<file path="config.mk">
export PLATFORM = sky130hd
export DESIGN_NAME = ram_access_ctrl
export DESIGN_NICKNAME = d
export VERILOG_FILES = /design/src/rtl/ram_access_ctrl.sv
export SDC_FILE = /design/constraint.sdc
export NUM_CORES = 1
export LEC_CHECK = 0
export ABC_AREA = 1
export ABC_CLOCK_PERIOD_IN_PS = 3100
export CAP_MARGIN = 5
export CORE_ASPECT_RATIO = 1.1
export CORE_UTILIZATION = 43
export CTS_CLUSTER_DIAMETER = 200
export DETAILED_ROUTE_END_ITERATION = 8
export GPL_ROUTABILITY_DRIVEN = 0
export PLACE_DENSITY = 0.83
export REMOVE_ABC_BUFFERS = 1
export SLEW_MARGIN = 20
export SYNTH_ARGS = -nofsm -noshare
export SYNTH_HDL_FRONTEND = slang
export SYNTH_SLANG_ARGS = --single-unit
</file>
<file path="constraint.sdc">
create_clock -name clk -period 3.1 [get_ports clk]
set_input_delay 0.775 -clock clk [delete_from_list [all_inputs] [get_ports clk]]
set_output_delay 0.775 -clock clk [all_outputs]
set_load 0.1 [all_outputs]
</file>
<file path="src/rtl/ram_access_ctrl.sv">
// rtl/ram_access_ctrl.sv - single-outstanding request initiator for a single-port synchronous RAM
// Optional RAM_ACCESS_CTRL_CLEAR_EN adds a sequential zero-fill (CLEAR) of the whole RAM.
module ram_access_ctrl #(
    parameter int ADDR_W = 8,
    parameter int DATA_W = 32
) (
    input  logic              clk,
    input  logic              rst,
    input  logic              req_valid,
    output logic              req_ready,
    input  logic              req_write,
    input  logic [ADDR_W-1:0] req_addr,
    input  logic [DATA_W-1:0] req_wdata,
    output logic              rsp_valid,
    input  logic              rsp_ready,
    output logic              rsp_write,
    output logic [DATA_W-1:0] rsp_rdata,
`ifdef RAM_ACCESS_CTRL_CLEAR_EN
    input  logic              clear_start,
    output logic              clear_busy,
    output logic              clear_done,
`endif
    output logic              ram_write_en,
    output logic [ADDR_W-1:0] ram_addr,
    output logic [DATA_W-1:0] ram_data_in,
    input  logic [DATA_W-1:0] ram_data_out
);

    typedef enum logic [2:0] {
        IDLE  = 3'd0,
        ISSUE = 3'd1,
        CAPT  = 3'd2,
        RESP  = 3'd3
`ifdef RAM_ACCESS_CTRL_CLEAR_EN
        ,
        CLEAR = 3'd4
`endif
    } state_t;

    state_t            r_state;
    logic              r_ram_we;
    logic [ADDR_W-1:0] r_ram_addr;
    logic [DATA_W-1:0] r_ram_din;
    logic              r_rsp_write;
    logic [DATA_W-1:0] r_rsp_rdata;
    logic              w_clear_req;

`ifdef RAM_ACCESS_CTRL_CLEAR_EN
    logic              r_clear_busy;
    logic              r_clear_done;
    logic [ADDR_W-1:0] r_clr_cnt;

    assign w_clear_req = clear_start;
    assign clear_busy  = r_clear_busy;
    assign clear_done  = r_clear_done;
`else
    assign w_clear_req = 1'b0;
`endif

    assign req_ready    = (r_state == IDLE) && !w_clear_req;
    assign rsp_valid    = (r_state == RESP);
    assign rsp_write    = r_rsp_write;
    assign rsp_rdata    = r_rsp_rdata;
    assign ram_write_en = r_ram_we;
    assign ram_addr     = r_ram_addr;
    assign ram_data_in  = r_ram_din;

    always_ff @(posedge clk) begin
        if (rst) begin
            r_state     <= IDLE;
            r_ram_we    <= 1'b0;
            r_ram_addr  <= '0;
            r_ram_din   <= '0;
            r_rsp_write <= 1'b0;
            r_rsp_rdata <= '0;
`ifdef RAM_ACCESS_CTRL_CLEAR_EN
            r_clear_busy <= 1'b0;
            r_clear_done <= 1'b0;
            r_clr_cnt    <= '0;
`endif
        end else begin
`ifdef RAM_ACCESS_CTRL_CLEAR_EN
            r_clear_done <= 1'b0;
`endif
            case (r_state)
                IDLE: begin
`ifdef RAM_ACCESS_CTRL_CLEAR_EN
                    if (clear_start) begin
                        r_ram_addr   <= '0;
                        r_ram_din    <= '0;
                        r_ram_we     <= 1'b1;
                        r_clr_cnt    <= '0;
                        r_clear_busy <= 1'b1;
                        r_state      <= CLEAR;
                    end else
`endif
                    if (req_valid) begin
                        r_ram_addr <= req_addr;
                        if (req_write) begin
                            r_ram_din <= req_wdata;
                        end
                        r_ram_we <= req_write;
                        r_state  <= ISSUE;
                    end
                end
                // The write enable doubles as the request-type flag while in ISSUE.
                ISSUE: begin
                    if (r_ram_we) begin
                        r_ram_we    <= 1'b0;
                        r_rsp_write <= 1'b1;
                        r_rsp_rdata <= '0;
                        r_state     <= RESP;
                    end else begin
                        r_state <= CAPT;
                    end
                end
                CAPT: begin
                    r_rsp_rdata <= ram_data_out;
                    r_rsp_write <= 1'b0;
                    r_state     <= RESP;
                end
                RESP: begin
                    if (rsp_ready) begin
                        r_state <= IDLE;
                    end
                end
`ifdef RAM_ACCESS_CTRL_CLEAR_EN
                CLEAR: begin
                    if (r_clr_cnt == {ADDR_W{1'b1}}) begin
                        r_ram_we     <= 1'b0;
                        r_clear_busy <= 1'b0;
                        r_clear_done <= 1'b1;
                        r_state      <= IDLE;
                    end else begin
                        r_clr_cnt  <= r_clr_cnt + 1'b1;
                        r_ram_addr <= r_clr_cnt + 1'b1;
                    end
                end
`endif
                default: r_state <= IDLE;
            endcase
        end
    end

endmodule

</file>
# == Yosys cells after proc, flatten, opt, wreduce, memory -nomap -nowiden ==
# Index checks and enable logic that the tools add are counted.
# totals
reg_bits,77
in_bits,77
word_cells,30
# op_classes
eq_ne,6
muxes,10
reduce_logical,8
# ops
operator,n
one-hot mux 32 bit (2 select lines),1
two-way mux 32 bit,1
one-hot mux 3 bit (4 select lines),1
AND reduction 2 bit,4
"equality test 3 x 2 -> 1 bit, second input constant",2
two-way mux 3 bit,2
"inequality test 2 bit, second input constant",2
one-hot mux 1 bit (2 select lines),2
nonzero test 2 bit,2
"equality test 3 x 1 -> 1 bit, second input constant",1
zero test 3 bit,1
two-way mux 1 bit,3
AND reduction 3 bit,1
"inequality test 2 x 1 -> 1 bit, second input constant",1

# == Depth between registers and ports, before layout ==
# depth
ltp_word,3
ltp_mapped,9

# == Least setup slack after synthesis ==
# No wires, ideal clock.
# synth_path
path_type,register to register
from,register r_state[0]
to,register r_ram_din[21] (netlist: ram_data_in[21])
setup_ps,118
arrival_time_ps,2010
required_ps,2982
slack_ps,972
stages_incl_launch_ff,9
cell_sequence,dfxtp_1 -> inv_1 -> ha_1 -> nand2_2 -> nor2_8 -> inv_4 -> buf_6 -> nor2_1 -> nor2_1
# synth_via
elab_chain_cells,2
# synth_rtl
element,line,source
from (decl),40,state_t r_state;
from (signal assigned),70,r_state <= IDLE;
from (signal assigned),103,r_state <= ISSUE;
from (signal assigned),112,r_state <= RESP;
zero test 3 bit,n/a,
named net req_ready,10,"output logic req_ready,"
AND reduction 3 bit (no line),n/a,
to (signal assigned),100,r_ram_din <= req_wdata;
to (decl),43,logic [DATA_W-1:0] r_ram_din;
# The timed path passes the listed nets, and every way through them passes these cells.
# A chain may end at the register's enable or synchronous reset.

# == Final worst setup path ==
# layout_path
from,register r_state[0]
to,output req_ready
# layout_via
elab_chain_cells,1
# layout_rtl
element,line,source
zero test 3 bit,60,assign req_ready = (r_state == IDLE) && !w_clear_req;
to (decl),10,
# Every way passes these cells.

==> impl_results.md <==
- Std-Cell Core Area: 6750 um^2
- Post-synthesis instance area: approximately 3100 um^2
- Biggest area consumer among synthesized cells: sky130_fd_sc_hd__dfxtp_1
- Internal power: roughly 0.0024 W
- Area share of the largest cell type after synthesis: 0.497
- Synthesized area per cell: slightly above 7 um^2
- Proportion of layout cells with a drive suffix above 1: 0.184
- Number of DRC violations after detailed-routing iteration 0: slightly below 80
- CP Buf/Inv Count: 2
- Post-route worst hold slack: roughly 0.49 ns
- Net switching power of the design: about 0.0031 W
- Number of design rule violations left after detail routing: 0
- Cell Rows: 31
- Req. time, crit path: 2.32 ns
- Sequential standard cell area: 1520 um^2
- Multi-input gate area: around 1300 um^2
- Number of max-cap violations: 0
- Die area: approximately 7500 um^2
- Sequential element share of the synthesized area: 0.497
- Filler cells: between 500 and 600
- Rel. slew slack: 0.599
- Status: finished, final reports clean
- Die Y: slightly above 90 um
- Static leakage: roughly 2.1 nW
- Peak VDD IR: about 0.00077 V
- Number of setup buffers added after CTS: 0
- Number of antenna violations at the first check in global routing: 0
- Number of vias per cell after detailed routing: 4.74
- Category of the critical setup timing path: reg2out
- Top cells by area in the synthesized netlist: sky130_fd_sc_hd__dfxtp_1, sky130_fd_sc_hd__nor2_1, sky130_fd_sc_hd__nand2_1
- Critical path cell sequence: inv_1 > ha_1 > buf_4
- Pins over their slew limit: 0
- Setup Slack @ Placement: between 0.6 and 0.7 ns
- Kind of start point of the critical path: flip-flop
- Combinational share of power: 0.605
- Library cells used by synthesis: 21
- Most congested layer reported by global routing: met2
- Post-detailed-route wirelength per cell: roughly 12 um
- Number of instances resized during post-cts repair: 0
- H-tree level count: 3
- Maximum number of pins on one net before global-route repair: 65
- Antenna cell count: 0
- Maximum fanout count along the critical path: 5
- #FFs+latches synth: 76
- Kind of cell adding the most delay to the critical path: buffers and inverters
- Met2 Track Usage GR: 0.371
- Power Density: roughly 1200 nW/um^2
- Placed Cells: roughly 630
- Setup slack after layout: about 0.95 ns
- Clk pin slew, worst setup/hold paths: around 0.070 ns
- Total global-route track usage: 0.212
- Number of I/O pins: 153
- First-pass GRT wire length: about 12000 um
- Routed wire length: 7640 um
- Fmax achieved: about 460 MHz
- Tmin final: approximately 2.2 ns
- Worst Tran Pin Value: roughly 0.6 ns
- Slowest stage delay, CP: between 0.3 and 0.4 ns
- Number of synthesis warnings: 0
- Vias: roughly 3000
- Clock share of power: 0.139
- Clock Sinks: 76
- Setup-failing EPs final: 0
- CTS hold repair buffers: 0
- Non-filler cells, final: ~650
- Net switching fraction of the power: 0.569
- Final Skew: 0.0130 ns
- Cell chosen for the clock root: sky130_fd_sc_hd__clkbuf_8
- Number of instances in the synthesized netlist: about 420
- Signed area change from the synthesized netlist to the final layout: 48.1%
- GR Util met1: 0.213
- Number of global-route vias before repair: around 2900
- Period utilization: 0.694
- Number of buffers inserted by port buffering: around 150
- Floorplan die width: about 80 um
- Fraction of power consumed by sequential logic: 0.256
- Hold Vio Cnt, Final: 0
- HPWL reported at the end of detailed placement: around 5400 um
- Endpoint arrival time on the critical path: approximately 1.4 ns
- Setup repair after global routing missed its margin: false
- First-pass iteration count of the detailed router: 4
- Antenna violation net count after detailed routing: 0
- Clock insertion delay at the later pin of the skew report: ~0.34 ns
- Starting density of the core: 0.453
- Post-layout nets: between 600 and 700
- Longest Clk Path Bufs: 2
- Sum of negative setup slack: 0 ns
- Clock tree from TritonCTS: built
- Gr ovfl total: 0
- Max stage delay cell, worst path: sky130_fd_sc_hd__dfxtp_1
- Min-delay worst type: reg2reg
- Critical Path Sink Type: output port
- Met3 track utilization from global routing: 0.0909
- Clock buffer count from CTS: 9
[cells by family (layout without fill, tap and decap cells)]
logic type / Yosys count / in the layout / share of synthesized area
simple gates: 260 / 260 / 0.334
buf+inv: 35 / 179 / 0.0748
fa+ha+maj: 5 / 5 / 0.0204
flops: 76 / 76 / 0.497
compound gates: 45 / 45 / 0.0736
[Yosys cell counts]
master / number
sky130_fd_sc_hd__nor2_1: 143
sky130_fd_sc_hd__nand2_1: 106
sky130_fd_sc_hd__dfxtp_1: 76
sky130_fd_sc_hd__o21ai_0: 30
sky130_fd_sc_hd__o21ai_1: 11
sky130_fd_sc_hd__buf_6: 10
sky130_fd_sc_hd__inv_1: 8
sky130_fd_sc_hd__clkbuf_1: 7
sky130_fd_sc_hd__ha_1: 5
sky130_fd_sc_hd__a21oi_1: 4
sky130_fd_sc_hd__buf_2: 4
sky130_fd_sc_hd__buf_4: 4
sky130_fd_sc_hd__nor2_2: 4
sky130_fd_sc_hd__nand2_2: 2
sky130_fd_sc_hd__inv_2: 1
sky130_fd_sc_hd__inv_4: 1
sky130_fd_sc_hd__nand2_4: 1
sky130_fd_sc_hd__nand3_1: 1
sky130_fd_sc_hd__nand3b_1: 1
sky130_fd_sc_hd__nor2_8: 1
sky130_fd_sc_hd__or2_2: 1
[path summary, 6_finish.rpt]
path / startpoint / endpoint / slack (ns) / cells after the start
setup / recovery: r_state[0]$_SDFFE_PP0P_ / req_ready / 0.95 / 3
hold / removal: rsp_rdata[28]$_SDFFE_PP0P_ / rsp_rdata[28]$_SDFFE_PP0P_ / 0.49 / 2
setup reg to reg: r_state[0]$_SDFFE_PP0P_ / ram_data_in[28]$_SDFFE_PP0P_ / 1.23 / 7
hold reg to reg: rsp_rdata[28]$_SDFFE_PP0P_ / rsp_rdata[28]$_SDFFE_PP0P_ / 0.49 / 2
[power groups by stage]
| stage | registers, W | logic (W) | clock network (W) |
|---|---|---|---|
| final | 0.00140 | 0.00330 | 0.000761 |
| after global routing | 0.00143 | 0.00350 | 0.000830 |
| after CTS | 0.00140 | 0.00332 | 0.000781 |
| after detailed placement | 0.00142 | 0.00331 | 0 |
| after global placement | 0.00141 | 0.00328 | 0 |
| after floorplan | 0.00324 | 0.000779 | 0 |
[placed cells by master, fill, tap and decap left out]
| cell | instances |
|---|---|
| sky130_fd_sc_hd__a21oi_1 | 4 |
| sky130_fd_sc_hd__o21ai_0 | 30 |
| sky130_fd_sc_hd__inv_2 | 1 |
| sky130_fd_sc_hd__clkbuf_8 | 11 |
| sky130_fd_sc_hd__nand2_1 | 106 |
| sky130_fd_sc_hd__inv_4 | 1 |
| sky130_fd_sc_hd__dfxtp_1 | 76 |
| sky130_fd_sc_hd__clkinv_4 | 1 |
| sky130_fd_sc_hd__or2_2 | 1 |
| sky130_fd_sc_hd__nand3_1 | 1 |
| sky130_fd_sc_hd__nor2_1 | 143 |
| sky130_fd_sc_hd__nand2_4 | 1 |
| sky130_fd_sc_hd__ha_1 | 5 |
| sky130_fd_sc_hd__bufinv_16 | 1 |
| sky130_fd_sc_hd__o21ai_1 | 11 |
| sky130_fd_sc_hd__buf_12 | 1 |
| sky130_fd_sc_hd__clkdlybuf4s50_1 | 76 |
| sky130_fd_sc_hd__clkinv_2 | 2 |
| sky130_fd_sc_hd__nor2_2 | 4 |
| sky130_fd_sc_hd__buf_4 | 77 |
| sky130_fd_sc_hd__inv_1 | 8 |
| sky130_fd_sc_hd__nand3b_1 | 1 |
| sky130_fd_sc_hd__nor2_8 | 1 |
| sky130_fd_sc_hd__nand2_2 | 2 |
[area by class of cell]
class                   count  share of cell area
well taps                  82              0.0226
repair buffers            154               0.300
multi-input cells         310               0.289
clock buffers              11              0.0334
flip-flops and latches     76               0.336
clock inverters             4              0.0108
inverters                  10             0.00883
[worst register-to-register path, cell delays in order (launching register included)]
cell and delay [ns]:
sky130_fd_sc_hd__dfxtp_1 0.35, sky130_fd_sc_hd__inv_1 0.11, sky130_fd_sc_hd__ha_1 0.26, sky130_fd_sc_hd__nand2_2 0.19, sky130_fd_sc_hd__nor2_8 0.39, sky130_fd_sc_hd__inv_4 0.24
sky130_fd_sc_hd__nor2_1 0.16, sky130_fd_sc_hd__nor2_1 0.06
[routing by layer]
layer / part of all wire / routed length, um / up-vias
met2: 0.48 / 3680 / 123
met4: 0.016 / 123 / 0
met3: 0.12 / 904 / 13
met1: 0.38 / 2930 / 1363
li1: - / - / 1569
met5: 0 / 0 / -
[metrics by stage]
step / power [W] / utilization / area [um^2]
after floorplan: 0.00402 / - / 2870
after global placement: 0.00469 / 0.642 / 4330
after detailed placement: 0.00473 / 0.642 / 4330
after CTS: 0.00550 / 0.672 / 4530
after global routing: 0.00576 / 0.672 / 4530
final: 0.00546 / 0.672 / 4530
[flip-flops by register name, indices dropped and copies added (netlist names)]
signal,cells
ram_write_en,1
r_state,2
ram_data_in,32
rsp_write,1
ram_addr,8
rsp_rdata,32
Note: power is estimated with default switching activity, not from simulation.
